**src/rtl/uart_tx_fifo_if.sv**
```systemverilog
`default_nettype none
// ============================================================================
// Module      : uart_tx_fifo_if
// Description : Bundle of the CPU write path, FIFO status and uart_tx
//               handshake signals seen by uart_tx_fifo.
//   wr_data/wr_en/flush/ovf_clear : CPU-side controls (into the FIFO)
//   full/empty/level/overflow     : FIFO status (out of the FIFO)
//   tx_data/tx_send               : request to uart_tx (out of the FIFO)
//   tx_ready                      : uart_tx idle/accepting (into the FIFO)
//   modport slave  : the FIFO side
//   modport master : the surroundings (CPU write path plus uart_tx)
// Revision    : 1.0 - initial release
// ============================================================================
interface uart_tx_fifo_if #(
  parameter int DEPTH = 16
);
  localparam int AW = $clog2(DEPTH);

  logic [7:0]  wr_data;
  logic        wr_en;
  logic        flush;
  logic        ovf_clear;
  logic        full;
  logic        empty;
  logic [AW:0] level;
  logic        overflow;
  logic [7:0]  tx_data;
  logic        tx_send;
  logic        tx_ready;

  modport slave (
    input  wr_data, wr_en, flush, ovf_clear, tx_ready,
    output full, empty, level, overflow, tx_data, tx_send
  );

  modport master (
    output wr_data, wr_en, flush, ovf_clear, tx_ready,
    input  full, empty, level, overflow, tx_data, tx_send
  );
endinterface
`default_nettype wire

```
**src/rtl/uart_tx_fifo.sv**
```systemverilog
`default_nettype none
// ============================================================================
// Module      : uart_tx_fifo
// Description : Byte FIFO between the CPU I/O-write path and the uart_tx
//               serializer. Bytes are pushed with a one-cycle strobe and
//               drained one at a time over the tx_data/tx_send/tx_ready
//               handshake.
// Ports       : clk      - system clock
//               reset_n  - asynchronous reset, active-low
//               bus      - uart_tx_fifo_if.slave (write path, status,
//                          uart_tx handshake)
// Revision    : 1.0 - initial release
// ============================================================================
module uart_tx_fifo #(
  parameter int DEPTH = 16
) (
  input  logic            clk,
  input  logic            reset_n,
  uart_tx_fifo_if.slave   bus
);

  localparam int AW = $clog2(DEPTH);
  localparam logic [AW:0] c_full_level = (AW+1)'(DEPTH);

  typedef enum logic [1:0] {
    S_IDLE = 2'd0,
    S_REQ  = 2'd1,
    S_DONE = 2'd2
  } state_t;

  state_t        state_q, state_d;
  logic [7:0]    mem_q [DEPTH];
  logic [AW-1:0] wr_ptr_q, wr_ptr_d;
  logic [AW-1:0] rd_ptr_q, rd_ptr_d;
  logic [AW:0]   level_q, level_d;
  logic          overflow_q, overflow_d;
  logic          tx_send_q, tx_send_d;
  logic [7:0]    tx_data_q, tx_data_d;
  // Set when a flush hits while a byte is in flight: that byte was already
  // discarded from the level count, so its pop must not happen.
  logic          flushed_q, flushed_d;

  logic          full_w, empty_w, push_w, pop_w, drop_w;

  assign full_w  = (level_q == c_full_level);
  assign empty_w = (level_q == '0);
  assign push_w  = bus.wr_en && !full_w && !bus.flush;
  assign drop_w  = bus.wr_en && full_w;

  // Handshake FSM with registered outputs
  always_comb begin
    state_d   = state_q;
    tx_send_d = tx_send_q;
    tx_data_d = tx_data_q;
    flushed_d = flushed_q;
    pop_w     = 1'b0;
    case (state_q)
      S_IDLE: begin
        tx_send_d = 1'b0;
        flushed_d = 1'b0;
        if (bus.tx_ready && !empty_w) begin
          tx_data_d = mem_q[rd_ptr_q];
          tx_send_d = 1'b1;
          flushed_d = bus.flush;
          state_d   = S_REQ;
        end
      end
      S_REQ: begin
        tx_send_d = 1'b1;
        if (bus.flush) begin
          flushed_d = 1'b1;
        end
        // tx_ready low means uart_tx has latched tx_data and left idle
        if (!bus.tx_ready) begin
          pop_w     = !flushed_q && !bus.flush;
          tx_send_d = 1'b0;
          state_d   = S_DONE;
        end
      end
      S_DONE: begin
        // tx_ready is stale until uart_tx finishes the frame; wait it out
        tx_send_d = 1'b0;
        if (bus.tx_ready) begin
          state_d = S_IDLE;
        end
      end
      default: begin
        tx_send_d = 1'b0;
        state_d   = S_IDLE;
      end
    endcase
  end

  // Pointers, level and overflow
  always_comb begin
    wr_ptr_d = wr_ptr_q;
    rd_ptr_d = rd_ptr_q;
    level_d  = level_q;
    if (bus.flush) begin
      wr_ptr_d = '0;
      rd_ptr_d = '0;
      level_d  = '0;
    end else begin
      if (push_w) begin
        wr_ptr_d = wr_ptr_q + 1'b1;
      end
      if (pop_w) begin
        rd_ptr_d = rd_ptr_q + 1'b1;
      end
      case ({push_w, pop_w})
        2'b10:   level_d = level_q + 1'b1;
        2'b01:   level_d = level_q - 1'b1;
        default: level_d = level_q;
      endcase
    end
    // A dropped push wins over a same-cycle clear
    if (drop_w) begin
      overflow_d = 1'b1;
    end else if (bus.ovf_clear) begin
      overflow_d = 1'b0;
    end else begin
      overflow_d = overflow_q;
    end
  end

  always_ff @(posedge clk or negedge reset_n) begin
    if (!reset_n) begin
      state_q    <= S_IDLE;
      wr_ptr_q   <= '0;
      rd_ptr_q   <= '0;
      level_q    <= '0;
      overflow_q <= 1'b0;
      tx_send_q  <= 1'b0;
      tx_data_q  <= 8'h00;
      flushed_q  <= 1'b0;
    end else begin
      state_q    <= state_d;
      wr_ptr_q   <= wr_ptr_d;
      rd_ptr_q   <= rd_ptr_d;
      level_q    <= level_d;
      overflow_q <= overflow_d;
      tx_send_q  <= tx_send_d;
      tx_data_q  <= tx_data_d;
      flushed_q  <= flushed_d;
    end
  end

  // Storage is intentionally not reset
  always_ff @(posedge clk) begin
    if (push_w) begin
      mem_q[wr_ptr_q] <= bus.wr_data;
    end
  end

  assign bus.full     = full_w;
  assign bus.empty    = empty_w;
  assign bus.level    = level_q;
  assign bus.overflow = overflow_q;
  assign bus.tx_data  = tx_data_q;
  assign bus.tx_send  = tx_send_q;

endmodule
`default_nettype wire

```
**src/flat_wrapper.sv**
```systemverilog
// flat-port wrapper written by rule: the top's interface ports become plain ports
module uart_tx_fifo_flat 
#(
  parameter int DEPTH = 16
)
  (clk, reset_n, bus_wr_data, bus_wr_en, bus_flush, bus_ovf_clear, bus_tx_ready, bus_full, bus_empty, bus_level, bus_overflow, bus_tx_data, bus_tx_send);
  uart_tx_fifo_if #(.DEPTH(DEPTH)) bus_i ();
  input  logic clk;
  input  logic reset_n;
  input wire logic [$bits(bus_i.wr_data)-1:0] bus_wr_data;
  input wire logic [$bits(bus_i.wr_en)-1:0] bus_wr_en;
  input wire logic [$bits(bus_i.flush)-1:0] bus_flush;
  input wire logic [$bits(bus_i.ovf_clear)-1:0] bus_ovf_clear;
  input wire logic [$bits(bus_i.tx_ready)-1:0] bus_tx_ready;
  output wire logic [$bits(bus_i.full)-1:0] bus_full;
  output wire logic [$bits(bus_i.empty)-1:0] bus_empty;
  output wire logic [$bits(bus_i.level)-1:0] bus_level;
  output wire logic [$bits(bus_i.overflow)-1:0] bus_overflow;
  output wire logic [$bits(bus_i.tx_data)-1:0] bus_tx_data;
  output wire logic [$bits(bus_i.tx_send)-1:0] bus_tx_send;
  assign bus_i.wr_data = bus_wr_data;
  assign bus_i.wr_en = bus_wr_en;
  assign bus_i.flush = bus_flush;
  assign bus_i.ovf_clear = bus_ovf_clear;
  assign bus_i.tx_ready = bus_tx_ready;
  assign bus_full = bus_i.full;
  assign bus_empty = bus_i.empty;
  assign bus_level = bus_i.level;
  assign bus_overflow = bus_i.overflow;
  assign bus_tx_data = bus_i.tx_data;
  assign bus_tx_send = bus_i.tx_send;
  uart_tx_fifo #(.DEPTH(DEPTH)) u_core (.clk(clk), .reset_n(reset_n), .bus(bus_i));
endmodule
```
**config.mk**
```make
export PLATFORM = sky130hd
export DESIGN_NAME = uart_tx_fifo_flat
export DESIGN_NICKNAME = d
export VERILOG_FILES = /design/src/rtl/uart_tx_fifo_if.sv /design/src/rtl/uart_tx_fifo.sv /design/src/flat_wrapper.sv
export SDC_FILE = /design/constraint.sdc
export NUM_CORES = 1
export LEC_CHECK = 0
export CORE_UTILIZATION = 30
export DETAILED_ROUTE_END_ITERATION = 10
export PLACE_DENSITY = 0.47
export RECOVER_POWER = 50
export SYNTH_ARGS = -nofsm -noshare
export SYNTH_HDL_FRONTEND = slang
export SYNTH_SLANG_ARGS = --single-unit
```
**constraint.sdc**
```tcl
create_clock -name clk -period 4.7 [get_ports clk]
set_input_delay 1.175 -clock clk [delete_from_list [all_inputs] [get_ports clk]]
set_output_delay 1.175 -clock clk [all_outputs]
set_load 0.005 [all_outputs]
```
==> reports/qor.yml, run 1 <==
status: "finished, final reports clean"
post_cts_buffers: 0
critical-path-slowest-cell: "a21oi_1"
synth-seq-area-share: 0.714
synth.ff_latch_count: 154
die_width_um: 147
synthAdderAreaFrac: 0.0139
period_minus_slack_ns: 3.75
worstMarginPinSlew_ns: 1.12
crit_family: "simple AND/OR/NAND/NOR gates"
insertion_delay_ns: 0.42
core-area_mm2: 0.0204
hpwlAfterDp_um: 8720
slew_viol_final: 0
yosysWarnings: 0
tns_ns: 0
nFillCells: 1890
final_common_cell: "edfxtp_1"
max_freq_mhz: 267
grt_pass1_wl_um: 20800
multiInputGateArea_mm2: 0.00166
crit_fanout: 8
hold_violations: 0
async_flop_share: 0.169
p_leak_nw: 2.50
grt_use_total: 0.135
fin_total_pwr_mw: 3.30
synthCells: 350
clk_pin_slew_worst_paths_ns: 0.06
final_antenna_net_count: 0
finClkSkew_ns: 0.00721
port_buffers: 30
netlist-cell-type-count: 44
syn_area_mm2: 0.00629
synthSimpleGateAreaFrac: 0.0587
synthXorXnorAreaFrac: 0.0139
root_buffer: "clkbuf_16"
htree_levels: 4
synth_top_family_by_area: "multiplexers"
antenna_found_initial: 0
synth-edff-count: 128
wirelength_um: 13600
cts_hold_buf: 0
vias: 3285
overflow: 0
critPathCaptureType: "flop"
num_antenna_cells: 0
cts_tree: "built"
layout-area-overhead-vs-synth_pct: 20.1
crit_buf_inv: 2
synth_compound_area_frac: 0.0268
ios: 31
powerDensity_mw_per_mm2: 437
fp.dieArea_mm2: 0.0216
finalNetCount: 427
grt_pass1_vias: 3406
cp_slowest_stage_delay_ns: 0.64
post_cts_resized: 0
drtIter0Drc: 214
cp-start-kind: "input port"
rows: 52
relSlewSlack: 0.250
avgSynthCellArea_um2: 18.0
synth_ff_type: "edfxtp_1"
cp_cell_sequence: "dlygate4sd3_1 -> inv_1 -> a21oi_1 -> nor2_1 -> xor2_1 -> ha_1 -> or4_1 -> mux2i_1 -> mux2_1"
mostFrequentLayoutCells: "edfxtp_1 (128), mux4_2 (32), nor2_1 (27)"
regArea_mm2: 0.00450
synthMuxAreaShare: 0.152
gp_congestion: 0.801
place_area_mm2: 0.00701
cts_max_path_buffers: 2
die_h_um: 147
syn-num-nets: 371
cts_made_buffers: 17
viasPerCell: 4.77
period_share: 0.797
finalSetupViolations: 0
layout-drive-gt1-share: 0.201
drc: 0
grt_max_degree: 34
initial_utilization: 0.309
final_area_mm2: 0.00755
dr.pass1.iters: 4
crit_type: "input port to flop"
peakVddDrop_v: 0.000291
rsz0062_at_grt: "no"
clock_sinks: 154
critical_path_required_ns: 4.99
cap_violations: 0
hold_path_class: "flop to flop"
wl_per_cell_um: 19.8
crit_arrival_ns: 4.04
routing by layer:
| layer | vias to the layer above | part of all wire | GRT usage |
|---|---|---|---|
| met5 | - | 0 | 0 |
| met4 | 0 | 0.016 | 0.0484 |
| met3 | 15 | 0.037 | 0.0357 |
| met2 | 70 | 0.47 | 0.202 |
| met1 | 1709 | 0.48 | 0.188 |
| li1 | 1491 | - | - |
kinds of logic after synthesis:
| logic type | count (synthesis) |
|---|---|
| adders and majority gates | 7 |
| buffers and inverters | 25 |
| muxes | 55 |
| xor gates and xnor gates | 10 |
| DFF | 154 |
| AOI/OAI and AO/OA | 22 |
| and+or+nand+nor | 77 |
path summary, 6_finish.rpt:
check                                       from               endpoint  slack [ns]  depth (start not counted)
max                                    bus_wr_en    u_core.bus.level[2]        0.95                          9
min                        u_core.bus.tx_data[2]  u_core.bus.tx_data[2]        0.51                          2
max reg2reg                  u_core.bus.level[1]    u_core.bus.level[2]        1.37                          8
min reg2reg                u_core.bus.tx_data[2]  u_core.bus.tx_data[2]        0.51                          2
max in group asynchronous                reset_n     u_core.rd_ptr_q[1]        2.29                          2
min in group asynchronous                reset_n    u_core.bus.level[1]        1.43                          1
registers in the layout, summed over array words and instances, names as in the netlist:
| register | flops |
|---|---|
| u_core.state_q | 2 |
| u_core.rd_ptr_q | 4 |
| u_core.bus.tx_send | 1 |
| u_core.mem_q | 128 |
| u_core.bus.overflow | 1 |
| u_core.flushed_q | 1 |
| u_core.wr_ptr_q | 4 |
| u_core.bus.level | 5 |
| u_core.bus.tx_data | 8 |
Yosys cell counts, drive strengths merged (2+ instances only):
master  number  area (µm²)
edfxtp     128        3840
mux4        32         721
nor2        27         101
dfrtp       26         651
nand2       21        78.8
mux2i       20         200
clkbuf      10        48.8
nand3        8        40.0
o221ai       8        70.1
xnor2        8        70.1
ha           7        87.6
inv          7        26.3
buf          6        41.3
nor3         6        30.0
nor3b        4        30.0
a21oi        3        18.8
mux2         3        33.8
o21ai        3        15.0
a211oi       2        15.0
nand2b       2        12.5
nor4         2        18.8
or4          2        15.0
xor2         2        17.5
power by group:
part | internal [mW] | total (mW) | leakage (nW) | switching [mW]
Clock | 0.792 | 1.31 | 0.269 | 0.516
Combinational | 0.191 | 0.379 | 0.734 | 0.189
Sequential | 1.54 | 1.61 | 1.50 | 0.0668
through the flow:
step	util	hold WS, ns	worst slack, ns	cells
6_report	0.371	0.511	0.953	688
4_1_cts	0.372	0.515	1.20	688
3_5_place_dp	0.344	0.503	0.781	657
3_3_place_gp	0.344	0.490	0.842	657
5_1_grt	0.371	0.536	0.773	688
2_1_floorplan	-	0.480	1.43	350
final cells by class:
type                            count  share of cell area
Inverter                            8             0.00397
Timing Repair Buffer               54              0.0631
Multi-Input combinational cell    171               0.219
Sequential cell                   154               0.595
Clock inverter                      8              0.0131
Tap cell                          270              0.0447
Clock buffer                       23              0.0606
worst reg2reg max path, delay by kind of cell, from the launching register on:
kind / cells / cell delay, ns
simple gates: 3 / 1.47
mux: 2 / 0.50
flops: 1 / 0.48
compound gates: 1 / 0.44
fa+ha+maj: 1 / 0.23
xor+xnor: 1 / 0.10
No activity file was read; power rests on OpenSTA's default activity.
==> inputs of run 2 (changes only) <==
Clock period 4.7 ns to 3.8 ns, I/O delays scaled along.
==> run 2 against run 1 <==
Worst hold slack worse by 0.013 ns. Largest power group unchanged. Flip-flop and latch count unchanged. Power up 21%. Critical path type unchanged. Non-clock buffer count up 9. Die area unchanged. Sequential power up 24%. First-iteration DRC count down 5.6%. Clock-buffer cell count down 3. Combinational power up 26%. Via count up 2.3%. Wire length up 1.8%. Utilization up 0.20 points. The run now ends with capacitance limit, slew limit left.
==> reports/qor.yml, run 2 (synthesized netlist as in run 1, its figures left out) <==
post_cts_resized: 0  # unchanged
worstSetupStartpoint: "bus_tx_ready"  # was bus_wr_en
r2r_start: "u_core.bus.level[0]"  # was u_core.bus.level[1]
largest_reg_flops: 128  # unchanged
cts_tree: "built"  # unchanged
ios: 31  # unchanged
mostFrequentLayoutCells: "edfxtp_1 (128), mux4_2 (32), buf_4 (30)"  # was edfxtp_1 (128), mux4_2 (32), nor2_1 (27)
grt_max_degree: 34  # unchanged
vias: 3359  # was 3285
finalNetCount: 436  # was 427
grt_pass1_vias: 3470  # was 3406
period_share: 0.876
cp-start-kind: "input port"  # unchanged
hpwlAfterDp_um: 8670  # was 8720 µm
crit_fanout: 4  # was 8
rows: 52  # unchanged
die_width_um: 147  # unchanged
rsz0062_at_grt: "no"  # unchanged
port_buffers: 30  # unchanged
post_cts_buffers: 0  # unchanged
rr_endpoint: "u_core.bus.level[2]"  # unchanged
period_minus_slack_ns: 3.33
num_antenna_cells: 0  # unchanged
core-area_mm2: 0.0204  # unchanged
relSlewSlack: -0.118  # was 0.250
worstMarginPinSlew_ns: 1.68  # was 1.12 ns
overflow: 0  # unchanged
crit_type: "input port to flop"  # unchanged
grt_use_total: 0.138  # was 0.135
clk_pin_slew_worst_paths_ns: 0.06  # about the same
critical_path_required_ns: 4.11  # was 4.99 ns
final_common_cell: "edfxtp_1"  # unchanged
p_leak_nw: 2.53  # was 2.50 nW
max_freq_mhz: 300
fp.dieArea_mm2: 0.0216  # unchanged
crit_arrival_ns: 3.64  # was 4.04 ns
top_register: "u_core.mem_q"  # unchanged
gp_congestion: 0.755  # was 0.801
wl_per_cell_um: 19.9  # was 19.8 µm
cts_max_path_buffers: 2  # unchanged
violations: "capacitance limit, slew limit"
initial_utilization: 0.309  # unchanged
die_h_um: 147  # unchanged
peakVddDrop_v: 0.000308  # was 0.000291 V
htree_levels: 4  # unchanged
r2r_setup_slack_ns: 1.03  # was 1.37 ns
critPathCaptureType: "flop"  # unchanged
root_buffer: "clkbuf_16"  # unchanged
antenna_found_initial: 0  # unchanged
cap_violations: 1  # was 0
slew_viol_final: 27  # was 0
wirelength_um: 13900  # was 13600 µm
layout-drive-gt1-share: 0.227  # was 0.201
grt_pass1_wl_um: 21200  # was 20800 µm
drtIter0Drc: 202  # was 214
status: "finished, violations left"  # was finished, final reports clean
layout-area-overhead-vs-synth_pct: 20.7  # was 20.1%
final_antenna_net_count: 0  # unchanged
hold_path_class: "flop to flop"  # unchanged
dr.pass1.iters: 4  # unchanged
tns_ns: 0  # unchanged
cts_hold_buf: 0  # unchanged
finalSetupViolations: 0  # unchanged
viasPerCell: 4.81  # was 4.77
drc: 0  # unchanged
hold_violations: 0  # unchanged
powerDensity_mw_per_mm2: 527  # was 437 mW/mm²
whs_ns: 0.498  # was 0.511 ns
insertion_delay_ns: 0.42  # about the same
cts_made_buffers: 17  # unchanged
r2r_cells: 8  # unchanged
crit_path_end: "u_core.bus.level[2]"  # unchanged
finClkSkew_ns: 0.00692  # was 0.00721 ns
clock_sinks: 154  # unchanged
-- run 2: changes by cell type in the layout (fill, tap and decap cells not counted), moves of 2 or more --
cell,change
bufinv_16,-2
clkbuf_1,-2
buf_4,+7
clkinv_2,+4
-- run 2: cell type report --
cell class,instances,area [µm²]
flip-flops and latches,154,4500
clock buffers,20,457
well taps,270,338
fillers,1916,12800
multi-input cells,171,1660
clock inverters,12,75.1
repair buffers,63,537
inverters,8,30.0
-- run 2: power breakdown --
group / switching (mW) / internal (mW) / total, mW
Clock: 0.669 / 0.864 / 1.53
Sequential: 0.0803 / 1.91 / 1.99
Combinational: 0.236 / 0.242 / 0.477
Total: 0.985 / 3.02 / 4.00
-- run 2: worst min path at each step --
stage | from | end | slack [ns] | cells past startpoint
floorplan | u_core.bus.tx_data[0] | u_core.bus.tx_data[0] | 0.48 | 2
global placement | u_core.rd_ptr_q[0] | u_core.rd_ptr_q[0] | 0.48 | 1
detailed placement | u_core.rd_ptr_q[0] | u_core.rd_ptr_q[0] | 0.49 | 1
CTS | u_core.rd_ptr_q[0] | u_core.rd_ptr_q[0] | 0.50 | 1
global route | u_core.bus.tx_data[0] | u_core.bus.tx_data[0] | 0.53 | 2
finish | u_core.bus.tx_data[0] | u_core.bus.tx_data[0] | 0.50 | 2
-- run 2: worst max-delay path: stages --
cell and delay (ns):
dlygate4sd3_1 0.56, nor4b_1 0.46, nand2_1 0.13, nor2_1 0.22, xor2_1 0.10, ha_1 0.23, or4_1 0.50, mux2i_1 0.15
mux2_1 0.33
-- run 2: through the flow --
step                       util  power (mW)  instances  worst slack (ns)  instance area, µm²
after CTS                 0.374        4.05        698             0.556                7610
final                     0.373        4.00        698             0.470                7600
after detailed placement  0.348        2.51        666             0.133                7080
after floorplan               -        2.26        350             0.759                6290
after global routing      0.373        4.17        698             0.325                7600
after global placement    0.348        2.50        666             0.218                7080
-- run 2: routing by layer --
metal | up-vias | global-route usage | share of wire
met5 | - | 0 | 0
met4 | 0 | 0.0328 | 0.0050
met3 | 6 | 0.0447 | 0.051
met2 | 73 | 0.211 | 0.47
met1 | 1764 | 0.189 | 0.48
li1 | 1516 | - | -
